===== config.mk =====
export PLATFORM = sky130hd
export DESIGN_NAME = zero_check_arbiter
export DESIGN_NICKNAME = d
export VERILOG_FILES = /design/src/rtl/zero_check_arbiter.sv
export SDC_FILE = /design/constraint.sdc
export NUM_CORES = 1
export LEC_CHECK = 0
export BUFFER_PORTS_ARGS = -buffer_cell sky130_fd_sc_hd__buf_4
export CORE_MARGIN = 5
export CORE_UTILIZATION = 31
export CTS_BUF_LIST = sky130_fd_sc_hd__clkbuf_4
export CTS_CLUSTER_SIZE = 30
export DETAILED_ROUTE_END_ITERATION = 8
export HOLD_SLACK_MARGIN = 0.05
export PLACE_DENSITY = 0.58
export SLEW_MARGIN = 20
export SYNTH_ARGS = -nofsm -noshare
export SYNTH_HDL_FRONTEND = slang
export SYNTH_SLANG_ARGS = --single-unit

===== constraint.sdc =====
create_clock -name clk -period 1.9 [get_ports clk]
set_input_delay 0.38 -clock clk [delete_from_list [all_inputs] [get_ports clk]]
set_output_delay 0.38 -clock clk [all_outputs]
set_load 0.1 [all_outputs]

===== src/rtl/zero_check_arbiter.sv =====
// Shared zero-detect engine: round-robin grant between two requesters, CHUNK-bit scan per cycle.
// Build option ZCHK_EARLY_EXIT_EN ends the scan on the first nonzero chunk; default is constant latency.
module zero_check_arbiter #(
  parameter int WIDTH = 32,
  parameter int CHUNK = 8
) (
  input  logic             clk,
  input  logic             rst_n,
  input  logic             req0,
  input  logic [WIDTH-1:0] data0,
  output logic             ack0,
  output logic             z0,
  input  logic             req1,
  input  logic [WIDTH-1:0] data1,
  output logic             ack1,
  output logic             z1,
  output logic             busy
);

  localparam int N  = WIDTH / CHUNK;
  localparam int CW = (N > 1) ? $clog2(N) : 1;
  localparam logic [CW-1:0] CNT_LAST = CW'(N - 1);

  // state | meaning
  // IDLE  | waiting for a request; arbitration happens here
  // SCAN  | examining sr one chunk per cycle
  // DONE  | ack pulse to the owner, pointer handed to the other requester
  typedef enum logic [1:0] {S_IDLE, S_SCAN, S_DONE} state_t;

  state_t            state_q, state_d;
  logic [WIDTH-1:0]  sr_q, sr_d;
  logic [CW-1:0]     cnt_q, cnt_d;
  logic              owner_q, owner_d;
  logic              ptr_q, ptr_d;
  logic              ack0_q, ack0_d, ack1_q, ack1_d;
  logic              z0_q, z0_d, z1_q, z1_d;
  logic              busy_q, busy_d;
  logic              nz;
  logic              sel1;
  logic              fin;
  logic              res;
`ifndef ZCHK_EARLY_EXIT_EN
  logic              acc_q, acc_d;
`endif

  assign nz = |sr_q[CHUNK-1:0];

  always_comb begin
    state_d = state_q;
    sr_d    = sr_q;
    cnt_d   = cnt_q;
    owner_d = owner_q;
    ptr_d   = ptr_q;
    ack0_d  = 1'b0;
    ack1_d  = 1'b0;
    z0_d    = z0_q;
    z1_d    = z1_q;
    sel1    = 1'b0;
    fin     = 1'b0;
    res     = 1'b0;
`ifndef ZCHK_EARLY_EXIT_EN
    acc_d   = acc_q;
`endif
    case (state_q)
      S_IDLE: begin
        if (req0 || req1) begin
          sel1    = req1 && (!req0 || ptr_q);
          owner_d = sel1;
          sr_d    = sel1 ? data1 : data0;
          cnt_d   = '0;
`ifndef ZCHK_EARLY_EXIT_EN
          acc_d   = 1'b0;
`endif
          state_d = S_SCAN;
        end
      end
      S_SCAN: begin
`ifdef ZCHK_EARLY_EXIT_EN
        if (nz) begin
          fin = 1'b1;
          res = 1'b0;
        end else if (cnt_q == CNT_LAST) begin
          fin = 1'b1;
          res = 1'b1;
        end
`else
        // every chunk is visited; the sticky OR carries earlier chunks forward
        acc_d = acc_q | nz;
        if (cnt_q == CNT_LAST) begin
          fin = 1'b1;
          res = !(acc_q | nz);
        end
`endif
        if (fin) begin
          state_d = S_DONE;
          if (owner_q) begin
            ack1_d = 1'b1;
            z1_d   = res;
          end else begin
            ack0_d = 1'b1;
            z0_d   = res;
          end
        end else begin
          sr_d  = sr_q >> CHUNK;
          cnt_d = cnt_q + 1'b1;
        end
      end
      S_DONE: begin
        ptr_d   = !owner_q;
        state_d = S_IDLE;
      end
      default: state_d = S_IDLE;
    endcase
    busy_d = (state_d != S_IDLE);
  end

  always_ff @(posedge clk or negedge rst_n) begin
    if (!rst_n) begin
      state_q <= S_IDLE;
      sr_q    <= '0;
      cnt_q   <= '0;
      owner_q <= 1'b0;
      ptr_q   <= 1'b0;
      ack0_q  <= 1'b0;
      ack1_q  <= 1'b0;
      z0_q    <= 1'b0;
      z1_q    <= 1'b0;
      busy_q  <= 1'b0;
`ifndef ZCHK_EARLY_EXIT_EN
      acc_q   <= 1'b0;
`endif
    end else begin
      state_q <= state_d;
      sr_q    <= sr_d;
      cnt_q   <= cnt_d;
      owner_q <= owner_d;
      ptr_q   <= ptr_d;
      ack0_q  <= ack0_d;
      ack1_q  <= ack1_d;
      z0_q    <= z0_d;
      z1_q    <= z1_d;
      busy_q  <= busy_d;
`ifndef ZCHK_EARLY_EXIT_EN
      acc_q   <= acc_d;
`endif
    end
  end

  assign ack0 = ack0_q;
  assign ack1 = ack1_q;
  assign z0   = z0_q;
  assign z1   = z1_q;
  assign busy = busy_q;

endmodule


# Word-level counts from Yosys, hierarchy flattened
# Cells that the tools add are included.
[word_totals]
reg_bits = 44
wordCells = 55
[op_classes]
add_sub_neg = 1
eq_ne = 5
n_mux = 21
bitwise = 2
n_reduce_logical = 15
[op_table]
columns = ["operator", "n"]
rows = [
  ["$mux 32", 3],
  ["$pmux 32 s2", 1],
  ["$mux 1", 10],
  ["$reduce_and 3->1", 3],
  ["$mux 2", 4],
  ["$pmux 2 s2", 2],
  ["$reduce_or 8->1", 1],
  ["$eq 2x2->1 const B", 2],
  ["$ne 2x2->1 const B", 2],
  ["$reduce_and 2->1", 2],
  ["$reduce_bool 2->1", 2],
  ["$logic_not 1->1", 3],
  ["$add 2x1->2 const B", 1],
  ["$eq 2x1->1 const B", 1],
  ["$logic_not 2->1", 1],
  ["$logic_or 1x1->1", 2],
  ["$pmux 1 s2", 1],
  ["$logic_and 1x1->1", 1],
  ["$not 1->1", 1],
  ["$or 1x1->1", 1],
]

# Depth between registers and ports, before layout
[depth]
word_depth = 6
depth_mapped = 7
mapped_depth_nobuf = 5

# Worst setup path before layout
# Ideal clock, no wire load.
[synth_timing]
kind = "register -> register"
start = "reg cnt_q[0]"
end = "reg sr_q[0]"
arrival_ns = 1.323
required_ns = 1.805
path_slack_ns = 0.481
stages_incl_launch_ff = 7
n_path_buf = 2
synth_period_minus_slack_ns = 1.419
path_cell_list = "dfrtp_1 -> ha_1 -> nor2b_1 -> buf_2 -> buf_2 -> a21oi_1 -> o31ai_1"
[synth_via]
elab_chain_cells = 5
[synth_rtl]
columns = ["element", "line", "rtl"]
rows = [
  ["start: declaration", "32", "logic [CW-1:0] cnt_q, cnt_d;"],
  ["start signal: assignment", "135", "cnt_q <= cnt_d;"],
  ["$eq 2x2->1", "89", "if (cnt_q == CNT_LAST) begin"],
  ["$mux 1", "89", ""],
  ["$mux 1", "64", "case (state_q)"],
  ["$ne 2x2->1 (no line)", "-", ""],
  ["$reduce_and 3->1 (no line)", "-", ""],
  ["end signal: assignment", "134", "sr_q <= sr_d;"],
  ["end: declaration", "31", "logic [WIDTH-1:0] sr_q, sr_d;"],
]
# Every way passes these cells. The select of a mux whose other input is x is not followed.
# A chain may end at the register's enable or synchronous reset.

# Final worst setup path
[layout_timing]
start = "reg cnt_q[0]"
end = "reg sr_q[2]"
# The elaborated chain is that of the path after synthesis.

==> metrics.csv <==
metric,value,unit
synth.largest_area_cell,dfrtp_1,
io_buffers,72,
synth-edff-count,0,
ios,73,
synth_area_leaders,"dfrtp_1 (46%), a21oi_1 (10%), o31ai_1 (7.8%), a31o_1 (7.3%), nand2_1 (6.1%)",
leakagePower,1.40,nW
clockBufferDepth,2,
async_flop_share,100,%
synth_fa_ha_area_share,0.523,%
max_freq,638,MHz
setup_ws,0.332,ns
synth_warnings,0,
first_pass_iters,4,
dp_hpwl,4620,um
p_per_area,1470,nW/um^2
core_area,7610,um^2
skew,0.0119,ns
slowest_delay,0.42,ns
drive_above_1_share,34.2,%
r2r_cells,5,
synth_most_common_cell,a21oi_1,
critical_path_arrival,1.84,ns
timing.final.crit_period,1.57,ns
first_iter_violations,88,
utilization,40.0,%
antenna_found_initial,0,
worst_hold_path.num_cells,3,
worstPathRequired,2.18,ns
yosysSeqAreaShare,46.0,%
grt_pass1_vias,2175,
ctsResizeCount,0,
num_rows,32,
grt_pass1_wl,10800,um
synth_area,2390,um^2
h-tree-depth,2,
dp_slack,0.238,ns
cpMaxStageDelayCell,dfrtp_1,
hold_viol,0,
seq_area,1100,um^2
nNetsFinal,382,
die_height,97.8,um
place.gp.congestion,0.771,
path_clk_slew,0.13,ns
synth_top_family_by_area,compound AO/OA/AOI/OAI gates,
area_delta_synth_final,27.2,%
ir_drop,0.532,mV
grt_overflow,0,
synth_xor_area_share,0,%
drc,0,
synth-simple-area-share,10.5,%
status,completed,
groute.layer.met1.usage,19.7,%
synth.avg_cell_area,9.72,um^2
cts-buffers-inserted,5,
cap_viol_max_count,0,
hold_path.class,in2reg,
synth_common_cells,"a21oi_1 (48), dfrtp_1 (44), nand2_1 (39)",
cts.sinks,44,
crit_type,reg2reg,
fillCellCount,839,
timing.hold.ws,0.279,ns
totalWireLength,6350,um
setup_viol,0,
diodes,0,
cp_top_family,flip-flops,
cts_root_buffer,clkbuf_4,
synth_top_area_share,46.0,%
rsz0062_at_grt,false,
synthCells,246,
wl_per_cell,15.3,um
critical_path_depth,5,
grtUsageMet2,20.2,%
syn-num-nets,315,
synth-main-ff-cell,dfrtp_1,
cts_tree,built,
worstMarginPinSlew,0.558,ns
crit_chain,ha_1 > nor2b_2 > buf_4 > a21oi_1 > o31ai_1,
slew_headroom,62.8,%
clkLatencyLatePin,0.36,ns
die-area,9570,um^2
vias,2049,
fin_setup_tns,0,ns
crit_buf_inv,1,
gr-usage-met3,4.14,%
grt_max_degree,45,
critPathMaxFanout,10,
ys_ff_latch,44,
grt_most_used_layer,met2,
finalCritPeriodShare,82.5,%
instances_no_fill,415,
place_inst,407,
synth_compound_area_share,31.1,%
start_kind,flip-flop,
synthMuxAreaShare,4.45,%
initial_core_util,31.4,%
grt_use_total,13.8,%
end_kind,flip-flop,
ys_types,31,
multiInputGateArea,1120,um^2
detail-route-antenna-nets,0,
die_w,97.8,um
vias_per_cell,4.94,
slew_viol_final,0,
-- state kept, by name, indices dropped and copies added, names as in the netlist --
| register | flops |
|---|---|
| sr_q | 32 |
| cnt_q | 2 |
| state_q | 2 |
| acc_q | 1 |
| ack0 | 1 |
| ack1 | 1 |
| busy | 1 |
| owner_q | 1 |
| ptr_q | 1 |
| z0 | 1 |
| z1 | 1 |
-- final timing paths --
path	startpoint	to	slack [ns]
max	cnt_q[0]	sr_q[2]	0.33
min	data1[26]	sr_q[26]	0.28
max reg2reg	cnt_q[0]	sr_q[2]	0.33
min reg2reg	sr_q[7]	sr_q[7]	0.49
max in group asynchronous	rst_n	sr_q[24]	0.97
min in group asynchronous	rst_n	sr_q[0]	0.55
-- repair_timing --
action,CTS,global route
hold buffers,1,0
endpoints found under the setup margin,0,0
setup buffers,0,0
hold endpoints to repair,44,0
-- cell families after synthesis --
logic type,count (synthesis)
AOI/OAI and AO/OA,111
and+or+nand+nor,54
DFF,44
buffers and inverters,26
muxes,10
adders and majority gates,1
-- cells in the final DEF (no fill, tap or decap), types with 2 or more instances in the layout --
cell type   n
buf_4      84
a21oi_1    48
dfrtp_1    44
nand2_1    39
o31ai_1    25
a31o_1     20
mux2i_1     8
o21ai_1     6
clkbuf_4    6
o21ai_2     4
a31o_2      4
nand2b_1    3
nor2_1      3
nor4_1      2
-- stage by stage --
| step | total power [W] | area [um^2] |
|---|---|---|
| after CTS | 0.00450 | 3040 |
| after global routing | 0.00485 | 3040 |
| final | 0.00446 | 3040 |
| after global placement | 0.00402 | 2980 |
| after floorplan | 0.00355 | 2390 |
| after detailed placement | 0.00406 | 2980 |
-- per-layer routing --
layer  wire length, um  part of all wire, %  vias up
met2              2910                   46       58
met1              3050                   48      956
met3               326                  5.1        6
li1                  -                    -     1029
met5                 0                    0        -
met4                55                 0.87        0
-- power breakdown --
part,switching [W],total [W],leakage (nW),internal (W)
Sequential,0.000228,0.00159,0.549,0.00136
Clock,0.000291,0.000442,0.0315,0.000151
Combinational,0.00140,0.00243,0.816,0.00103
-- worst register-to-register path, stage by stage (launching register included) --
cell,delay [ns]
dfrtp_1,0.42
ha_1,0.30
nor2b_2,0.26
buf_4,0.22
a21oi_1,0.09
o31ai_1,0.22
-- cell type report --
cell class / instances / area share, %
Multi-Input combinational cell: 176 / 36.7
Sequential cell: 44 / 36.2
Timing Repair Buffer: 85 / 21.1
Tap cell: 102 / 4.20
Clock buffer: 6 / 1.48
Clock inverter: 1 / 0.165
Inverter: 1 / 0.123
(Power assumes the default switching activity.)
